### src/rtl/lsu_mem_bridge_if.sv
`default_nettype none
// ============================================================================
// Module  : lsu_mem_bridge_if
// Brief   : Request/response and byte-lane RAM signals of the LSU bridge.
// Revision: 1.0 - initial release
// ============================================================================
interface lsu_mem_bridge_if #(
    parameter int ADDR_WIDTH = 16
);
    logic                  req_valid;
    logic                  req_ready;
    logic                  req_we;
    logic [1:0]            req_size;
    logic                  req_unsigned;
    logic [ADDR_WIDTH+1:0] req_addr;
    logic [31:0]           req_wdata;
    logic                  rsp_valid;
    logic [31:0]           rsp_rdata;
    logic [ADDR_WIDTH-1:0] mem_addr;
    logic [3:0]            mem_wenableL;
    logic [31:0]           mem_wdata;
    logic [31:0]           mem_rdata;

    // The bridge itself.
    modport slave (
        input  req_valid, req_we, req_size, req_unsigned, req_addr, req_wdata, mem_rdata,
        output req_ready, rsp_valid, rsp_rdata, mem_addr, mem_wenableL, mem_wdata
    );

    // Execute stage plus RAM, seen from the outside.
    modport master (
        output req_valid, req_we, req_size, req_unsigned, req_addr, req_wdata, mem_rdata,
        input  req_ready, rsp_valid, rsp_rdata, mem_addr, mem_wenableL, mem_wdata
    );
endinterface
`default_nettype wire

### src/rtl/lsu_mem_bridge.sv
`default_nettype none
// ============================================================================
// Module  : lsu_mem_bridge
// Brief   : RV32 load/store unit in front of a 4-lane byte RAM; rotates lanes,
//           extends loads and splits word-straddling accesses in two.
// Revision: 1.0 - initial release
// ============================================================================
module lsu_mem_bridge #(
    parameter int ADDR_WIDTH       = 16,
    parameter int DATA_WIDTH_BYTES = 4
) (
    input  wire logic       clk,
    input  wire logic       rst,
    lsu_mem_bridge_if.slave bus
);
    localparam int LANES = DATA_WIDTH_BYTES;

    typedef enum logic [1:0] {
        S_IDLE = 2'd0,
        S_ACC0 = 2'd1,
        S_ACC1 = 2'd2,
        S_RESP = 2'd3
    } state_t;

    state_t                state_q, state_d;
    logic                  we_q;
    logic                  uns_q;
    logic [1:0]            size_q;
    logic [ADDR_WIDTH+1:0] addr_q;
    logic [31:0]           wdata_q;
    logic [31:0]           hold_q;

    logic [LANES-1:0]      w_lane_base;
    logic [2*LANES-1:0]    w_lane_mask;
    logic                  w_split;
    logic [5:0]            w_sh;
    logic [ADDR_WIDTH-1:0] w_word0;
    logic [ADDR_WIDTH-1:0] w_word1;
    logic [31:0]           w_wrot;
    logic [63:0]           w_ld_pair;
    logic [31:0]           w_ld_raw;
    logic [31:0]           w_ld_ext;

    // Active lanes across both words: low half is the first word, high half the second.
    always_comb begin
        w_lane_base = '1;
        case (size_q)
            2'd0:    w_lane_base = LANES'(1);
            2'd1:    w_lane_base = LANES'(3);
            default: w_lane_base = '1;
        endcase
    end

    assign w_lane_mask = {{LANES{1'b0}}, w_lane_base} << addr_q[1:0];
    assign w_split     = |w_lane_mask[2*LANES-1:LANES];
    assign w_sh        = {1'b0, addr_q[1:0], 3'b000};
    assign w_word0     = addr_q[ADDR_WIDTH+1:2];
    assign w_word1     = w_word0 + {{(ADDR_WIDTH-1){1'b0}}, 1'b1};

    // A left rotate by off bytes serves both halves of a split store.
    assign w_wrot      = 32'({wdata_q, wdata_q} >> (6'd32 - w_sh));
    assign w_ld_pair   = w_split ? {bus.mem_rdata, hold_q} : {bus.mem_rdata, bus.mem_rdata};
    assign w_ld_raw    = 32'(w_ld_pair >> w_sh);

    always_comb begin
        w_ld_ext = w_ld_raw;
        case (size_q)
            2'd0:    w_ld_ext = uns_q ? {24'd0, w_ld_raw[7:0]}
                                      : {{24{w_ld_raw[7]}}, w_ld_raw[7:0]};
            2'd1:    w_ld_ext = uns_q ? {16'd0, w_ld_raw[15:0]}
                                      : {{16{w_ld_raw[15]}}, w_ld_raw[15:0]};
            default: w_ld_ext = w_ld_raw;
        endcase
    end

    always_ff @(posedge clk) begin
        if (rst) begin
            state_q <= S_IDLE;
            we_q    <= 1'b0;
            uns_q   <= 1'b0;
            size_q  <= 2'd0;
            addr_q  <= '0;
            wdata_q <= 32'd0;
            hold_q  <= 32'd0;
        end else begin
            state_q <= state_d;
            if (state_q == S_IDLE && bus.req_valid) begin
                we_q    <= bus.req_we;
                uns_q   <= bus.req_unsigned;
                size_q  <= bus.req_size;
                addr_q  <= bus.req_addr;
                wdata_q <= bus.req_wdata;
            end
            if (state_q == S_ACC1) begin
                hold_q <= bus.mem_rdata;
            end
        end
    end

    always_comb begin
        state_d          = state_q;
        bus.req_ready    = 1'b0;
        bus.rsp_valid    = 1'b0;
        bus.rsp_rdata    = 32'd0;
        bus.mem_addr     = '0;
        bus.mem_wenableL = 4'b1111;
        bus.mem_wdata    = 32'd0;
        case (state_q)
            S_IDLE: begin
                bus.req_ready = 1'b1;
                if (bus.req_valid) begin
                    state_d = S_ACC0;
                end
            end
            S_ACC0: begin
                bus.mem_addr  = w_word0;
                bus.mem_wdata = w_wrot;
                if (we_q) begin
                    bus.mem_wenableL = ~w_lane_mask[LANES-1:0];
                end
                state_d = w_split ? S_ACC1 : S_RESP;
            end
            S_ACC1: begin
                bus.mem_addr  = w_word1;
                bus.mem_wdata = w_wrot;
                if (we_q) begin
                    bus.mem_wenableL = ~w_lane_mask[2*LANES-1:LANES];
                end
                state_d = S_RESP;
            end
            default: begin
                bus.rsp_valid = 1'b1;
                if (!we_q) begin
                    bus.rsp_rdata = w_ld_ext;
                end
                state_d = S_IDLE;
            end
        endcase
        // Reset is synchronous, so the state may still be mid-access in a reset cycle.
        if (rst) begin
            bus.req_ready    = 1'b0;
            bus.rsp_valid    = 1'b0;
            bus.rsp_rdata    = 32'd0;
            bus.mem_addr     = '0;
            bus.mem_wenableL = 4'b1111;
            bus.mem_wdata    = 32'd0;
        end
    end
endmodule
`default_nettype wire

### src/flat_wrapper.sv
// flat-port wrapper written by rule: the top's interface ports become plain ports
module lsu_mem_bridge_flat 
#(
    parameter int ADDR_WIDTH       = 16,
    parameter int DATA_WIDTH_BYTES = 4
)
  (clk, rst, bus_req_valid, bus_req_we, bus_req_size, bus_req_unsigned, bus_req_addr, bus_req_wdata, bus_mem_rdata, bus_req_ready, bus_rsp_valid, bus_rsp_rdata, bus_mem_addr, bus_mem_wenableL, bus_mem_wdata);
  lsu_mem_bridge_if #(.ADDR_WIDTH(ADDR_WIDTH)) bus_i ();
  input  wire logic clk;
  input  wire logic rst;
  input wire logic [$bits(bus_i.req_valid)-1:0] bus_req_valid;
  input wire logic [$bits(bus_i.req_we)-1:0] bus_req_we;
  input wire logic [$bits(bus_i.req_size)-1:0] bus_req_size;
  input wire logic [$bits(bus_i.req_unsigned)-1:0] bus_req_unsigned;
  input wire logic [$bits(bus_i.req_addr)-1:0] bus_req_addr;
  input wire logic [$bits(bus_i.req_wdata)-1:0] bus_req_wdata;
  input wire logic [$bits(bus_i.mem_rdata)-1:0] bus_mem_rdata;
  output wire logic [$bits(bus_i.req_ready)-1:0] bus_req_ready;
  output wire logic [$bits(bus_i.rsp_valid)-1:0] bus_rsp_valid;
  output wire logic [$bits(bus_i.rsp_rdata)-1:0] bus_rsp_rdata;
  output wire logic [$bits(bus_i.mem_addr)-1:0] bus_mem_addr;
  output wire logic [$bits(bus_i.mem_wenableL)-1:0] bus_mem_wenableL;
  output wire logic [$bits(bus_i.mem_wdata)-1:0] bus_mem_wdata;
  assign bus_i.req_valid = bus_req_valid;
  assign bus_i.req_we = bus_req_we;
  assign bus_i.req_size = bus_req_size;
  assign bus_i.req_unsigned = bus_req_unsigned;
  assign bus_i.req_addr = bus_req_addr;
  assign bus_i.req_wdata = bus_req_wdata;
  assign bus_i.mem_rdata = bus_mem_rdata;
  assign bus_req_ready = bus_i.req_ready;
  assign bus_rsp_valid = bus_i.rsp_valid;
  assign bus_rsp_rdata = bus_i.rsp_rdata;
  assign bus_mem_addr = bus_i.mem_addr;
  assign bus_mem_wenableL = bus_i.mem_wenableL;
  assign bus_mem_wdata = bus_i.mem_wdata;
  lsu_mem_bridge #(.ADDR_WIDTH(ADDR_WIDTH), .DATA_WIDTH_BYTES(DATA_WIDTH_BYTES)) u_core (.clk(clk), .rst(rst), .bus(bus_i));
endmodule
### config.mk
export PLATFORM = sky130hd
export DESIGN_NAME = lsu_mem_bridge_flat
export DESIGN_NICKNAME = d
export VERILOG_FILES = /design/src/rtl/lsu_mem_bridge_if.sv /design/src/rtl/lsu_mem_bridge.sv /design/src/flat_wrapper.sv
export SDC_FILE = /design/constraint.sdc
export NUM_CORES = 1
export LEC_CHECK = 0
export CAP_MARGIN = 20
export CORE_MARGIN = 8
export CORE_UTILIZATION = 45
export CTS_CLUSTER_DIAMETER = 120
export DETAILED_ROUTE_END_ITERATION = 6
export GPL_TIMING_DRIVEN = 0
export HOLD_SLACK_MARGIN = 0.05
export MAX_ROUTING_LAYER = met4
export PLACE_DENSITY = 0.85
export RECOVER_POWER = 25
export SETUP_SLACK_MARGIN = 0.02
export SLEW_MARGIN = 0
export SYNTH_ARGS = -nofsm -noshare
export SYNTH_HDL_FRONTEND = slang
export SYNTH_SLANG_ARGS = --single-unit
### constraint.sdc
create_clock -name clk -period 5.1 [get_ports clk]
set_input_delay 1.275 -clock clk [delete_from_list [all_inputs] [get_ports clk]]
set_output_delay 1.275 -clock clk [all_outputs]
set_load 0.02 [all_outputs]
==> impl_results.md <==
* Highest clock frequency the design can meet at 198 MHz
* Number of synthesized flops with an enable pin at 0
* Via-per-instance ratio at 6.10
* Core area at 0.0137 sq mm
* Final setup margin at a little over 0.06 ns
* Total of hold buffers inserted after clock tree synthesis at 0
* Cell area after layout at 0.00848 sq mm
* Leading register cell type out of synthesis: dfxtp_1
* Met1 global-route usage at 0.317
* Depth of the worst register-to-register path at 6
* Starting density of the core at 0.452
* Total DRC errors in the routed layout at 0
* Maximum fanout along the worst path at 7
* Maximum number of pins on one net before global-route repair at 17
* Via count of the first global-routing pass at ~6.8k
* Floorplan die area at approximately 0.018 sq mm
* Cell Count, Final, Fillers Out at 1150
* Post-synth ARST share at 0
* Data arrival time of the critical path at about 3.8 ns
* Clock slew at the register clock pins of the worst setup and hold paths at 0.06 ns
* Initial antenna violation count at 1
* Pwr/cell area at 389 mW/mm^2
* Number of cells produced by synthesis at just under 800
* Area grow syn2layout at 37.2%
* Highest-utilization routing layer at the global route stage: met2
* Lkg Pwr at 2.84 nW
* Number of synthesis warnings at 0
* Placed cell area at 0.00815 sq mm
* Chip width at 133 um
* TritonCTS sink count at 80
* Detailed-route wire length per cell at between 20 and 25 um
* Remaining number of nets flagged by the antenna check after routing at 0
* Worst-case hold path end point: u_core.addr_q[17]
* Maximum root-to-sink buffer count at 2
* Worst VDD drop at 0.000216 V
* First drt pass iteration count at 5
* Max-cap violations at 0
* Synth Net Count at 873
* TritonCTS clock tree: yes
* Number of nets in the layout at 1059
* FF-to-FF End: u_core.hold_q[19]
* Post-Route Skew at approximately 0.0093 ns
* Category of the most critical setup path: in -> out
* Starting DRT DRC Count at approximately 860
* Min-delay worst type: reg -> reg
* Max-slew violations at 0
* Total Wirelength at 23700 um
* CTS Buf Count at 9
* HPWL after detailed placement at 17600 um
* Worst hold path cell count at 2
* Result of the run: completed
* Number of fill cells in the layout at 1203
* Hold violation total from the final report at 0
* Total routing usage reported by global routing at 0.266
* Synthesized cell area at just over 0.006 sq mm
* Minimum setup slack among reg-to-reg paths at about 2.9 ns
* Launching point of the worst reg2reg path: u_core.state_q[0]
* Yosys reg bits at 80
* Met2 Use GR at 0.417
* Final hold slack at 0.477 ns
* Weighted congestion at the end of routability-driven global placement at about 0.95
* Avg Inst Size Synth at 7.94 sq um
* GR Overflow Total at 0
* Slew margin rel. at 0.398
* Count of vias placed by the detailed router at 7016
* Slew of the pin with the lowest slew margin at 0.903 ns
* Met3 capacity usage during global routing at 0.0806
* Clock latency on the worst-skew pair at 0.36 ns
* Unique cell type count in the Yosys netlist at 63
* Setup repair after global routing missed its margin: yes
* # IOs at approximately 180
* Startpoint of the worst hold path: u_core.addr_q[17]
* Port Buf Inserts at 174
* Sequential element share of the synthesized area at 0.259
* Global-route wire length before repair at 36900 um
* Number of H-tree branching levels at 3
* Cell total after placement at 1132
* Root Buffer: clkbuf_16
* Height of the die at 133 um
* Share of final-layout standard cells stronger than drive strength 1 at 0.0970
* Critical Path Start Type: input port
* Worst path required time at 3.83 ns
* Row Count at 43
* Post-route minimum period at about 5.0 ns
* Final count of negative-setup-slack endpoints at 0
* Endpoint kind of the worst setup timing path: primary output
* Final period util at 0.988
* Pre-CTS worst setup slack at -0.0601 ns
-- metrics by stage --
step	utilization	setup TNS [ns]	total power (W)
CTS	0.618	0	0.00325
detailed placement	0.596	-0.0969	0.00259
global route	0.620	0	0.00346
floorplan	-	0	0.00201
finish	0.620	0	0.00330
global placement	0.596	-0.0708	0.00256
-- Yosys cell counts, drive strengths merged, types with 7 or more instances --
| cell | number | area (sq um) |
|---|---|---|
| mux2 | 9 | 109 |
| clkbuf | 44 | 165 |
| a311oi | 7 | 61.3 |
| nand3 | 10 | 50.1 |
| o22ai | 8 | 50.1 |
| nor3 | 12 | 105 |
| nand4 | 9 | 56.3 |
| inv | 8 | 30.0 |
| a21oi | 76 | 384 |
| a211oi | 9 | 72.6 |
| dfxtp | 80 | 1600 |
| mux4 | 24 | 541 |
| buf | 31 | 190 |
| a31oi | 10 | 62.6 |
| o22a | 17 | 149 |
| nor2 | 81 | 304 |
| mux2i | 77 | 771 |
| nand2 | 137 | 514 |
| nor2b | 26 | 163 |
| o21ai | 21 | 116 |
-- report_power, final --
group | leakage, nW | internal (W) | total, W | switching, W
clock | 0.144 | 0.000356 | 0.000661 | 0.000306
combinational | 2.04 | 0.000711 | 0.00175 | 0.00103
sequential | 0.654 | 0.000755 | 0.000892 | 0.000137
total | 2.84 | 0.00182 | 0.00330 | 0.00148
-- area by class of cell --
type                       count  area (sq um)  share of cell area
buffer                        75           360              0.0425
inverter                       8          30.0             0.00354
timing repair buffer         175          1750               0.207
antenna                        1          2.50            0.000295
sequential                    80          1600               0.189
clock buffer                  10           239              0.0282
multi-input combinational    615          4210               0.497
tap                          180           225              0.0266
clock inverter                 6          56.3             0.00664
-- worst max-delay path by stage --
| stage | start | endpoint | slack [ns] |
|---|---|---|---|
| after detailed placement | rst | bus_rsp_rdata[13] | -0.06 |
| after global routing | u_core.addr_q[0] | bus_mem_wdata[26] | 0.01 |
| after CTS | rst | bus_rsp_rdata[13] | 0.04 |
| after floorplan | rst | bus_rsp_rdata[17] | 1.26 |
| after global placement | rst | bus_rsp_rdata[13] | -0.04 |
| final | rst | bus_rsp_rdata[17] | 0.06 |
-- critical path, cell delays in order --
cell and delay, ns:
clkdlybuf4s50_1 0.56, or3b_1 0.49, a21oi_1 0.25, o21ai_4 0.16, a311oi_1 0.35, clkdlybuf4s50_1 0.69
-- cells by family (layout without fill, tap and decap cells) --
group	after synthesis	in the layout	synth area share
AO/OA/AOI/OAI	188	188	0.202
XOR/XNOR	3	3	0.00425
adder cells (fa/ha/maj)	6	6	0.0121
buffers and inverters	83	274	0.0624
flip-flops	80	80	0.259
multiplexers	110	110	0.230
other	0	1	0
AND/OR/NAND/NOR	308	308	0.231
-- sequential cells by signal (all words and copies together), names as in the netlist --
signal	flops
u_core.we_q	1
u_core.hold_q	24
u_core.addr_q	18
u_core.state_q	2
u_core.wdata_q	32
u_core.size_q	2
u_core.uns_q	1
-- cells in the final DEF (no fill, tap or decap), drive strengths merged, types with 10 or more instances in the layout --
cell type,Yosys,final
a21oi,76,76
buf,31,31
clkdlybuf4s50,0,172
dfxtp,80,80
nor3,12,12
clkbuf,44,55
mux4,24,24
a31oi,10,10
nor2b,26,26
mux2i,77,77
o21ai,21,21
inv,8,13
nand2,137,137
nor2,81,81
nand3,10,10
o22a,17,17
-- per-layer routing --
layer  wire, um  vias to the layer above
li1           -                     3185
met2      10700                      498
met4        782                        0
met5          0                        -
met1       9510                     3243
met3       2750                       90
-- repair_timing --
item                       in CTS  in global routing
hold endpoints to repair        0                  0
buffers inserted                0                  1
pin swaps                       0                  1
gates resized for setup         2                  9
setup endpoints to repair      12                 37
Power figures use the tool's default switching activity.
